### config.mk
export PLATFORM = sky130hd
export DESIGN_NAME = cheshire_rst_boot_seq
export DESIGN_NICKNAME = d
export VERILOG_FILES = /design/src/rtl/cheshire_rst_boot_seq.sv
export SDC_FILE = /design/constraint.sdc
export NUM_CORES = 1
export LEC_CHECK = 0
export BUFFER_PORTS_ARGS = -buffer_cell sky130_fd_sc_hd__clkbuf_2
export CAP_MARGIN = 20
export CORE_MARGIN = 2
export CORE_UTILIZATION = 55
export CTS_CLUSTER_SIZE = 8
export DETAILED_ROUTE_END_ITERATION = 10
export PLACE_DENSITY = 0.89
export REMOVE_ABC_BUFFERS = 1
export SYNTH_ARGS = -nofsm -noshare
export SYNTH_HDL_FRONTEND = slang
export SYNTH_SLANG_ARGS = --single-unit
### constraint.sdc
create_clock -name clk_i -period 2.5 [get_ports clk_i]
set_clock_uncertainty 0.2 [all_clocks]
set_input_delay 0.375 -clock clk_i [delete_from_list [all_inputs] [get_ports clk_i]]
set_output_delay 0.375 -clock clk_i [all_outputs]
set_load 0.005 [all_outputs]
### src/rtl/cheshire_rst_boot_seq.sv
// Reset and boot sequencer in front of the Cheshire SoC.
//
// This block merges the power-on reset with the level-sensitive software, debug and watchdog
// reset requests. It holds the SoC in reset for RstHoldCycles after every source goes
// quiet. It then samples the boot-mode pins once, releases the SoC reset and, after
// SettleCycles, flags the boot mode as valid.
//
// Optional feature: define CHESHIRE_RST_SEQ_STICKY_CAUSE_EN to make rst_cause_o sticky across
// reset episodes, cleared only by clr_cause_i. Without it the cause register is overwritten on
// every new episode and clr_cause_i is ignored.
module cheshire_rst_boot_seq #(
  parameter int unsigned RstHoldCycles = 16,
  parameter int unsigned SettleCycles  = 8,
  parameter int unsigned NumRstSrc     = 3,
  parameter int unsigned CntWidth      = 8
) (
  input  logic                 clk_i,
  input  logic                 rst_ni,
  input  logic                 test_mode_i,
  input  logic [NumRstSrc-1:0] rst_req_i,
  input  logic [1:0]           boot_mode_i,
  input  logic                 clr_cause_i,
  output logic                 soc_rst_no,
  output logic [1:0]           boot_mode_o,
  output logic                 boot_mode_valid_o,
  output logic                 busy_o,
  output logic                 rst_done_o,
  output logic [NumRstSrc:0]   rst_cause_o
);

  typedef enum logic [1:0] {
    StHold,
    StSample,
    StRelease,
    StRun
  } state_e;

  localparam logic [CntWidth-1:0] CntZero    = '0;
  localparam logic [CntWidth-1:0] CntOne     = CntWidth'(1);
  localparam logic [CntWidth-1:0] HoldLast   = CntWidth'(RstHoldCycles - 1);
  localparam logic [CntWidth-1:0] SettleLast = CntWidth'(SettleCycles - 1);
  localparam logic [NumRstSrc:0]  CausePor   = (NumRstSrc + 1)'(1);

  state_e                state_q;
  logic [CntWidth-1:0]   cnt_q;
  logic                  soc_rst_q;
  logic [1:0]            boot_mode_q;
  logic                  valid_q;
  logic                  busy_q;
  logic                  done_q;
  logic [NumRstSrc:0]    cause_q;

  logic                  req_any;
  logic [NumRstSrc:0]    req_cause;
  logic                  enter_hold;

  // Request decode shared by the FSM and the cause register.
  always_comb begin
    req_any    = |rst_req_i;
    req_cause  = {rst_req_i, 1'b0};
    enter_hold = req_any && (state_q != StHold);
  end

  // Sequencing FSM: hold, sample pins, release, settle, run.
  always_ff @(posedge clk_i) begin
    if (!rst_ni) begin
      state_q     <= StHold;
      cnt_q       <= CntZero;
      soc_rst_q   <= 1'b0;
      boot_mode_q <= 2'b00;
      valid_q     <= 1'b0;
      busy_q      <= 1'b1;
      done_q      <= 1'b0;
    end else begin
      done_q <= 1'b0;
      unique case (state_q)
        StHold: begin
          // A held request keeps restarting the hold window.
          if (req_any) begin
            cnt_q <= CntZero;
          end else if (cnt_q == HoldLast) begin
            state_q <= StSample;
            cnt_q   <= CntZero;
          end else begin
            cnt_q <= cnt_q + CntOne;
          end
        end
        StSample: begin
          if (req_any) begin
            state_q <= StHold;
            cnt_q   <= CntZero;
          end else begin
            // Pins are captured only here, once per reset episode.
            boot_mode_q <= boot_mode_i;
            soc_rst_q   <= 1'b1;
            state_q     <= StRelease;
            cnt_q       <= CntZero;
          end
        end
        StRelease: begin
          if (req_any) begin
            state_q   <= StHold;
            cnt_q     <= CntZero;
            soc_rst_q <= 1'b0;
            valid_q   <= 1'b0;
            busy_q    <= 1'b1;
          end else if (cnt_q == SettleLast) begin
            state_q <= StRun;
            cnt_q   <= CntZero;
            valid_q <= 1'b1;
            busy_q  <= 1'b0;
            done_q  <= 1'b1;
          end else begin
            cnt_q <= cnt_q + CntOne;
          end
        end
        StRun: begin
          if (req_any) begin
            state_q   <= StHold;
            cnt_q     <= CntZero;
            soc_rst_q <= 1'b0;
            valid_q   <= 1'b0;
            busy_q    <= 1'b1;
          end
        end
        default: begin
          state_q <= StHold;
          cnt_q   <= CntZero;
        end
      endcase
    end
  end

`ifdef CHESHIRE_RST_SEQ_STICKY_CAUSE_EN
  // Sticky cause: accumulate every request; clear wins over a same-cycle set.
  always_ff @(posedge clk_i) begin
    if (!rst_ni) begin
      cause_q <= CausePor;
    end else if (clr_cause_i) begin
      cause_q <= '0;
    end else begin
      cause_q <= cause_q | req_cause;
    end
  end
`else
  logic unused_clr_cause;
  assign unused_clr_cause = clr_cause_i;

  // Per-episode cause: overwrite on entry to hold, accumulate while holding.
  always_ff @(posedge clk_i) begin
    if (!rst_ni) begin
      cause_q <= CausePor;
    end else if (enter_hold) begin
      cause_q <= req_cause;
    end else if (state_q == StHold) begin
      cause_q <= cause_q | req_cause;
    end
  end
`endif

  // Test mode bypasses sequencing: reset and boot pins pass straight through.
  assign soc_rst_no        = test_mode_i ? rst_ni : soc_rst_q;
  assign boot_mode_o       = test_mode_i ? boot_mode_i : boot_mode_q;
  assign boot_mode_valid_o = valid_q;
  assign busy_o            = busy_q;
  assign rst_done_o        = done_q;
  assign rst_cause_o       = cause_q;

endmodule

==> results of run 1 <==
==> per-layer routing <==
layer | part of all wire | routed length, um | GRT usage | vias to the layer above
li1 | - | - | - | 391
met1 | 0.41 | 824 | 0.248 | 394
met2 | 0.49 | 984 | 0.372 | 34
met3 | 0.053 | 106 | 0.0675 | 8
met4 | 0.039 | 78 | 0.143 | 0
met5 | 0 | 0 | 0 | -
==> worst max-delay path by stage <==
stage                   from       end  slack, ns
floorplan           cnt_q[0]  cnt_q[3]       0.92
global placement    cnt_q[0]  cnt_q[7]       0.81
detailed placement  cnt_q[0]  cnt_q[7]       0.75
global route        cnt_q[0]  cnt_q[7]       0.64
CTS                 cnt_q[0]  cnt_q[7]       0.73
finish              cnt_q[0]  cnt_q[7]       0.73
==> through the flow <==
stage	cells	cell area, um^2	total power [W]
finish	134	1120	0.000632
global route	134	1120	0.000646
CTS	134	1120	0.000631
detailed placement	130	1070	0.000366
global placement	130	1070	0.000364
floorplan	94	947	0.000346
==> critical path, cell delays in order (launching register included) <==
cell       delay, ns
dfxtp_1         0.40
ha_1            0.25
and4bb_4        0.32
a31oi_4         0.10
o2111ai_4       0.29
nor2_1          0.10
==> power groups by stage <==
stage,Sequential [W],Clock (W),Combinational (W)
after floorplan,0.000332,0,0.0000139
after global placement,0.000332,0,0.0000322
after detailed placement,0.000332,0,0.0000338
after CTS,0.000325,0.000272,0.0000340
after global routing,0.000325,0.000284,0.0000366
final,0.000325,0.000274,0.0000334
==> cells in the final DEF (no fill, tap or decap), types with 2 or more instances in the layout <==
cell and instances:
nand2_1 8, clkbuf_4 3, nor2_1 13, nand3_1 2, dfxtp_1 20, mux2_2 3, a211oi_1 2, clkbuf_2 17
nor2b_1 6, a21oi_1 7, buf_4 2, a31oi_1 2, xor2_1 2, nand4_1 2, xnor2_1 4, mux2i_1 2
==> flip-flops by register name (all words and copies together) (netlist names) <==
register	flops
rst_cause_o	4
boot_mode_q	2
soc_rst_q	1
rst_done_o	1
cnt_q	8
boot_mode_valid_o	1
busy_o	1
state_q	2
==> layout make-up <==
class	instances	area share
Clock buffer	3	0.0201
Clock inverter	1	0.0268
Inverter	1	0.00335
Multi-Input combinational cell	73	0.484
Sequential cell	20	0.357
Tap cell	17	0.0190
Timing Repair Buffer	19	0.0893
==> cells by family (layout without fill, tap and decap cells) <==
| group | count (synthesis) | after routing | synth area share |
|---|---|---|---|
| xor+xnor | 6 | 6 | 0.0541 |
| buf+inv | 5 | 24 | 0.0296 |
| compound gates | 21 | 21 | 0.189 |
| fa+ha+maj | 1 | 1 | 0.0129 |
| mux | 5 | 5 | 0.0553 |
| flops | 20 | 20 | 0.412 |
| simple gates | 40 | 40 | 0.247 |
==> metrics.md, run 1 <==
| Metric | Value |
|---|---|
| Nets@finish | 128 |
| Power share of the clock group | 0.433 |
| Final WL | 1.99 mm |
| Synthesized cell area | 972 um^2 |
| Initial antenna violation count | 0 |
| Share of cells above drive strength 1 | 0.316 |
| Hold_ws | 0.127 ns |
| Core Box Area | 1690 um^2 |
| Cell variety after synth | 37 |
| Via count | 827 |
| Multi-input gate area | 543 um^2 |
| Leading area contributor after synthesis | dfxtp_1 |
| Initial Util | 0.576 |
| Fin Setup TNS | 0 ns |
| Register area | 400 um^2 |
| N_diodes | 0 |
| Max-cap viol count | 0 |
| DP HPWL | 1.49 mm |
| Post-synth top flop | dfxtp_1 |
| All-Layer GR Usage | 0.225 |
| Final Hold Viols | 0 |
| Clk sinks | 20 |
| Rows | 15 |
| Die H | 46.0 um |
| Initial DRC Count | 14 |
| Worst slew pin tran | 0.492 ns |
| Port buffer count | 17 |
| Tcrit/Tclk final | 0.709 |
| Setup ws final | 0.728 ns |
| RSZ-0062 raised after global routing | false |
| Top Ports | 19 |
| Largest net degree at the start of global routing | 16 |
| CTS Hold Bufs | 0 |
| Worst skew pair latency | 0.32 ns |
| CTS tree | done |
| Cell depth of the worst flop-to-flop path | 5 |
| Fillers | 135 |
| Worst vdd ir | 455 uV |
| Final Core Density | 0.664 |
| Avg Vias per Cell | 6.17 |
| CTS root buffer | clkbuf_4 |
| Final min period | 1.77 ns |
| First-pass GRT wire length | 3.33 mm |
| Die width | 46.0 um |
| Largest cells by area after synthesis | dfxtp_1 41%, nor2_1 5.0%, nor2b_1 3.9% |
| Total CTS buffers | 3 |
| Post-route DRC violation count | 0 |
| Crit path kind | flop to flop |
| Hold Crit Class | input pin to flop |
| Cell Int Power | 0.000501 W |
| Leakage power | 0.407 nW |
| Max_slew headroom | 0.671 |
| FF-to-FF setup slack | 0.73 ns |
| Final Setup Violations | 0 |
| Top cell type's share of synthesized area | 0.412 |
| Syn_area_per_cell | 9.92 um^2 |
| HP Start | boot_mode_i[0] |
| Die area | 2120 um^2 |
| Worst reg2reg endpoint | cnt_q[7] |
| Pwr dens | 564 nW/um^2 |
| Switching pwr | 0.000131 W |
| Max Freq | 564 MHz |
| Flop pwr share | 0.514 |
| Most frequent cell after synthesis | dfxtp_1 |
| Yosys warnings | 0 |
| First-pass iteration count of the detailed router | 4 |
| Postcts setup bufs | 0 |
| Total gr overflow | 0 |
| DR WL/cell | 14.9 um |
| Htree depth | 1 |
| Comb pwr share | 0.053 |
| Number of cells upsized or downsized after cts | 0 |
| Number of enable flip-flop cells after synthesis | 0 |
| Startpoint Class | flop |
| Worst Hold End | boot_mode_q[0] |
| Status | completed |
| Area Overhead vs Synth | 15.3% |
| Cells after synthesis | 98 |
| Seq/Total Area, Yosys | 0.412 |
| Crit path max fanout | 6 |
| Worst EP arrival | 1.78 ns |
| Sw Ratio | 0.207 |
| Setup WS pre-CTS | 0.748 ns |
| Post-route ant nets | 0 |
| Endpoint type of the worst setup path | flop |
| Yosys reg bits | 20 |
| Vias in the first global route | 778 |
| Clock slew at reported path FFs | 0.12 ns |
| Ys async rst share | 0 |
| Commonest cells post-synth | 20 x dfxtp_1, 13 x nor2_1, 8 x nand2_1, 7 x a21oi_1, 6 x nor2b_1 |
| Pins Over Slew Limit | 0 |
| Clock buffer depth | 2 |
| Hold path cells | 3 |
| Worst R2R Start | cnt_q[0] |
| Data required, critical path | 2.51 ns |
| RD Place Congestion | 0.756 |
Note: power is estimated with default switching activity, not from simulation.
==> run 2, diff against run 1 <==
--- a/config.mk
+++ b/config.mk
@@ -8,10 +8,10 @@
 export BUFFER_PORTS_ARGS = -buffer_cell sky130_fd_sc_hd__clkbuf_2
 export CAP_MARGIN = 20
 export CORE_MARGIN = 2
-export CORE_UTILIZATION = 55
+export CORE_UTILIZATION = 52
 export CTS_CLUSTER_SIZE = 8
 export DETAILED_ROUTE_END_ITERATION = 10
-export PLACE_DENSITY = 0.89
+export PLACE_DENSITY = 0.85
 export REMOVE_ABC_BUFFERS = 1
 export SYNTH_ARGS = -nofsm -noshare
 export SYNTH_HDL_FRONTEND = slang
==> constraint.sdc (replaced) <==
create_clock -name clk_i -period 1.8 [get_ports clk_i]
set_clock_uncertainty 0.2 [all_clocks]
set_input_delay 0.27 -clock clk_i [delete_from_list [all_inputs] [get_ports clk_i]]
set_output_delay 0.27 -clock clk_i [all_outputs]
set_load 0.005 [all_outputs]
==> metrics.md, run 2 (synthesis results as in run 1) <==
| Metric | Value |
|---|---|
| Critical-path cell list | ha_1 -> and4bb_4 -> a31oi_4 -> o2111ai_4 -> nor2_1 |
| Port buffer count | 17 |
| Largest register FFs | 8 |
| CTS root buffer | clkbuf_4 |
| Die H | 47.2 um |
| Hold path cells | 3 |
| Number of cells upsized or downsized after cts | 0 |
| Max-cap viol count | 0 |
| Slowest stage delay, CP | 0.41 ns |
| Total CTS buffers | 3 |
| Leakage power | 0.406 nW |
| RD Place Congestion | 0.785 |
| Final Hold Viols | 0 |
| Area Overhead vs Synth | 15.4% |
| Data required, critical path | 1.79 ns |
| Final min period | 1.70 ns |
| Die width | 47.2 um |
| Top Ports | 19 |
| Initial DRC Count | 34 |
| Final Setup Violations | 0 |
| Cell depth of the worst flop-to-flop path | 5 |
| Non-filler instance count after layout | 143 |
| Worst slew pin tran | 0.490 ns |
| Worst EP arrival | 1.69 ns |
| Worst skew pair latency | 0.30 ns |
| RSZ-0062 raised after global routing | false |
| Fin Setup TNS | 0 ns |
| Initial Util | 0.557 |
| Final WL | 2.09 mm |
| Avg Vias per Cell | 5.53 |
| First-pass iteration count of the detailed router | 4 |
| Worst reg2reg endpoint | cnt_q[6] |
| Nets@finish | 129 |
| Top reg by flops | cnt_q |
| Worst vdd ir | 453 uV |
| Largest net degree at the start of global routing | 12 |
| Tcrit/Tclk final | 0.944 |
| Worst R2R Start | cnt_q[0] |
| Post-route ant nets | 0 |
| Crit path kind | flop to flop |
| Die area | 2230 um^2 |
| Crit path max-delay cell type | dfxtp_1 |
| Status | completed |
| Post-route DRC violation count | 0 |
| Hold Crit Class | input pin to flop |
| Most frequent cells in the layout | 20 x dfxtp_1, 17 x clkbuf_2, 13 x nor2_1 |
| Pwr dens | 679 nW/um^2 |
| N_diodes | 0 |
| All-Layer GR Usage | 0.219 |
| Clock slew at reported path FFs | 0.11 ns |
| HP Start | boot_mode_i[1] |
| CTS tree | done |
| Clock buffer depth | 2 |
| Hold_ws | 0.0575 ns |
| Htree depth | 1 |
| Initial antenna violation count | 0 |
| Total gr overflow | 0 |
| Startpoint Class | flop |
| Via count | 791 |
| Max_slew headroom | 0.672 |
| Postcts setup bufs | 0 |
| CTS Hold Bufs | 0 |
| Rows | 15 |
| Worst Hold End | boot_mode_q[1] |
| Endpoint type of the worst setup path | flop |
| Pins Over Slew Limit | 0 |
| Most common cell after layout, fill and taps aside | dfxtp_1 |
| Share of cells above drive strength 1 | 0.322 |
| Clk sinks | 20 |
| Placed cells | 139 |
| Vias in the first global route | 776 |
| DR WL/cell | 14.6 um |
| FF-to-FF setup slack | 0.10 ns |
| First-pass GRT wire length | 3.30 mm |
| Crit path max fanout | 6 |
| Max Freq | 589 MHz |
| DP HPWL | 1.48 mm |
| Core Box Area | 1750 um^2 |
run 2: critical path, delay by kind of cell, from the launching register on:
kind,cells,cell delay [ns]
AO/OA/AOI/OAI,2,0.40
adder cells (fa/ha/maj),1,0.19
AND/OR/NAND/NOR,2,0.39
flip-flops,1,0.41
run 2: final cells by class:
| cell class | count | area [um^2] |
|---|---|---|
| sequential | 20 | 400 |
| inverter | 1 | 3.75 |
| clock buffer | 4 | 36.3 |
| fill | 132 | 623 |
| tap | 25 | 31.3 |
| multi-input combinational | 73 | 543 |
| timing repair buffer | 20 | 108 |
run 2: where the power goes:
group	internal [W]	switching, W	leakage (nW)
Combinational	0.0000223	0.0000252	0.223
Sequential	0.000448	0.00000336	0.162
Clock	0.000123	0.000140	0.0210
Total	0.000594	0.000169	0.406
run 2: metrics by stage:
step                total power (W)  setup slack, ns  utilization  area (um^2)
floorplan                  0.000480            0.215            -          947
global placement           0.000505            0.176        0.622         1090
detailed placement         0.000507            0.116        0.622         1090
CTS                        0.000768            0.102        0.643         1120
global route               0.000791          0.00401        0.643         1120
finish                     0.000762            0.101        0.643         1120
run 2: worst max path at each step:
stage          endpoint  slack (ns)     start
6_report       cnt_q[6]        0.10  cnt_q[0]
3_5_place_dp   cnt_q[6]        0.12  cnt_q[0]
4_1_cts        cnt_q[6]        0.10  cnt_q[0]
5_1_grt        cnt_q[6]       0.004  cnt_q[0]
2_1_floorplan  cnt_q[3]        0.22  cnt_q[0]
3_3_place_gp   cnt_q[7]        0.18  cnt_q[0]
run 2: metal layers:
layer,up-vias,GRT usage,wire length [um]
li1,390,-,-
met1,363,0.258,905
met2,28,0.346,1030
met3,10,0.0577,74
met4,0,0.150,74
met5,-,0,0
==> run 3, diff against run 2 <==
--- a/config.mk
+++ b/config.mk
@@ -5,6 +5,7 @@
 export SDC_FILE = /design/constraint.sdc
 export NUM_CORES = 1
 export LEC_CHECK = 0
+export ABC_AREA = 1
 export BUFFER_PORTS_ARGS = -buffer_cell sky130_fd_sc_hd__clkbuf_2
 export CAP_MARGIN = 20
 export CORE_MARGIN = 2
==> metrics.md, run 3 <==
| Metric | Value |
|---|---|
| Setup WS pre-CTS | 0.154 ns |
| Pwr dens | 740 nW/um^2 |
| Nets@finish | 161 |
| Setup ws final | 0.133 ns |
| Top Ports | 19 |
| Initial Util | 0.548 |
| Post-route DRC violation count | 0 |
| Share of cells above drive strength 1 | 0.233 |
| Clock slew at reported path FFs | 0.11 ns |
| Synthesized cell area | 936 um^2 |
| Worst EP arrival | 1.67 ns |
| Largest register FFs | 8 |
| Total CTS buffers | 3 |
| Final WL | 1.79 mm |
| Worst skew pair latency | 0.30 ns |
| DR WL/cell | 10.2 um |
| Initial antenna violation count | 0 |
| Top cell type's share of synthesized area | 0.428 |
| Final Hold Viols | 0 |
| Hold Crit Class | input pin to flop |
| Commonest cells post-synth | 21 x nand2_1, 20 x dfxtp_1, 17 x nor2_1, 15 x inv_1, 12 x nand3_1 |
| Pins Over Slew Limit | 0 |
| First-pass iteration count of the detailed router | 4 |
| Max_slew headroom | 0.749 |
| DP HPWL | 1.32 mm |
| Fin Setup TNS | 0 ns |
| Status | completed |
| Cells after synthesis | 129 |
| Most frequent cells in the layout | 21 x nand2_1, 19 x dfxtp_1, 17 x nor2_1, 17 x clkbuf_2, 15 x inv_1 |
| Startpoint Class | flop |
| Tcrit/Tclk final | 0.926 |
| Leading area contributor after synthesis | dfxtp_1 |
| Most common cell after layout, fill and taps aside | nand2_1 |
| Most frequent cell after synthesis | nand2_1 |
| Htree depth | 1 |
| Postcts setup bufs | 0 |
| Core Box Area | 1710 um^2 |
| Post-route ant nets | 0 |
| Leakage power | 0.471 nW |
| Placed cells | 170 |
| Endpoint type of the worst setup path | flop |
| Final min period | 1.67 ns |
| Die area | 2160 um^2 |
| Yosys reg bits | 20 |
| Cell variety after synth | 20 |
| First-pass GRT wire length | 3.07 mm |
| Die width | 46.4 um |
| CTS root buffer | clkbuf_4 |
| Largest cells by area after synthesis | dfxtp_1 43%, nand2_1 8.4%, nor2_1 6.8% |
| Yosys warnings | 0 |
| CTS tree | done |
| Crit path max fanout | 5 |
| RD Place Congestion | 0.778 |
| Fillers | 157 |
| Ys async rst share | 0 |
| Via count | 855 |
| All-Layer GR Usage | 0.204 |
| Final Setup Violations | 0 |
| Worst vdd ir | 444 uV |
| Hold_ws | 0.0156 ns |
| Clock buffer depth | 2 |
| Non-filler instance count after layout | 175 |
| Worst slew pin tran | 0.375 ns |
| Max-cap viol count | 0 |
| Seq/Total Area, Yosys | 0.428 |
| N_diodes | 0 |
| Port buffer count | 17 |
| Rows | 15 |
| Initial DRC Count | 26 |
| Clk sinks | 20 |
| Avg Vias per Cell | 4.89 |
| RSZ-0062 raised after global routing | false |
| Vias in the first global route | 760 |
| Syn_area_per_cell | 7.26 um^2 |
| Data required, critical path | 1.80 ns |
| Number of enable flip-flop cells after synthesis | 0 |
| Total chip power | 0.000810 W |
| Post-synth top flop | dfxtp_1 |
| Max Freq | 600 MHz |
| Die H | 46.4 um |
| Area Overhead vs Synth | 17.0% |
| Crit path kind | flop to flop |
| Top reg by flops | cnt_q |
| Largest net degree at the start of global routing | 13 |
| Total gr overflow | 0 |
run 3: cell count changes after synthesis, moves of 4 or more:
cell / before / now
nor2_1: 13 / 17
nand3_1: 2 / 12
nand2_1: 8 / 21
inv_1: 1 / 15
nor2b_1: 6 / 0
nor2_2: 0 / 4
xnor2_1: 4 / 0
o21ai_0: 1 / 7
run 3: timing repair:
action                     in CTS  in global routing
hold endpoints to repair        0                  1
setup endpoints to repair       0                  2
resized for setup               0                  1
hold buffers                    0                  1
run 3: routing by layer:
layer	up-vias	wire length (um)	track usage
met4	0	34	0.114
met5	-	0	0
met2	21	852	0.339
met1	372	844	0.235
met3	6	61	0.0510
li1	456	-	-
run 3: path summary, 6_finish.rpt:
| path | from | to | slack [ns] | depth (start not counted) |
|---|---|---|---|---|
| hold / removal | rst_req_i[1] | rst_cause_o[2] | 0.02 | 3 |
| setup / recovery | cnt_q[1] | cnt_q[1] | 0.13 | 8 |
| setup reg to reg | cnt_q[1] | cnt_q[1] | 0.13 | 8 |
| hold reg to reg | boot_mode_q[0] | boot_mode_q[0] | 0.25 | 2 |
run 3: power by group:
group	internal, W	switching (W)	total [W]
Clock	0.000123	0.000131	0.000254
Sequential	0.000457	0.0000130	0.000470
Combinational	0.0000350	0.0000515	0.0000866
Total	0.000615	0.000195	0.000810
run 3: worst max-delay path, cell delays in order (launching register included):
cell,delay (ns)
dfxtp_1,0.36
ha_1,0.19
nand3_1,0.09
nor2_2,0.17
nor2_1,0.08
nor2_2,0.21
nand2_2,0.09
nand2_2,0.11
nor2_1,0.06
run 3: cell type report:
type	instances	area, um^2	share of cell area
Timing Repair Buffer	18	95.1	0.0869
Multi-Input combinational cell	91	467	0.426
Clock buffer	4	36.3	0.0331
Inverter	17	63.8	0.0583
Sequential cell	20	402	0.367
Tap cell	25	31.3	0.0286
run 3: cell families (layout without fill, tap and decap cells):
group | count (synthesis) | in the layout | share of synthesized area
DFF | 20 | 20 | 0.428
and+or+nand+nor | 68 | 68 | 0.348
AOI/OAI and AO/OA | 18 | 18 | 0.0989
adders and majority gates | 1 | 1 | 0.0134
xor gates and xnor gates | 3 | 3 | 0.0281
buffers and inverters | 18 | 39 | 0.0735
muxes | 1 | 1 | 0.0107
run 3: stage by stage:
step / util / area (um^2)
after floorplan: - / 931
after global placement: 0.613 / 1050
after detailed placement: 0.613 / 1050
after CTS: 0.634 / 1080
after global routing: 0.641 / 1090
final: 0.641 / 1090
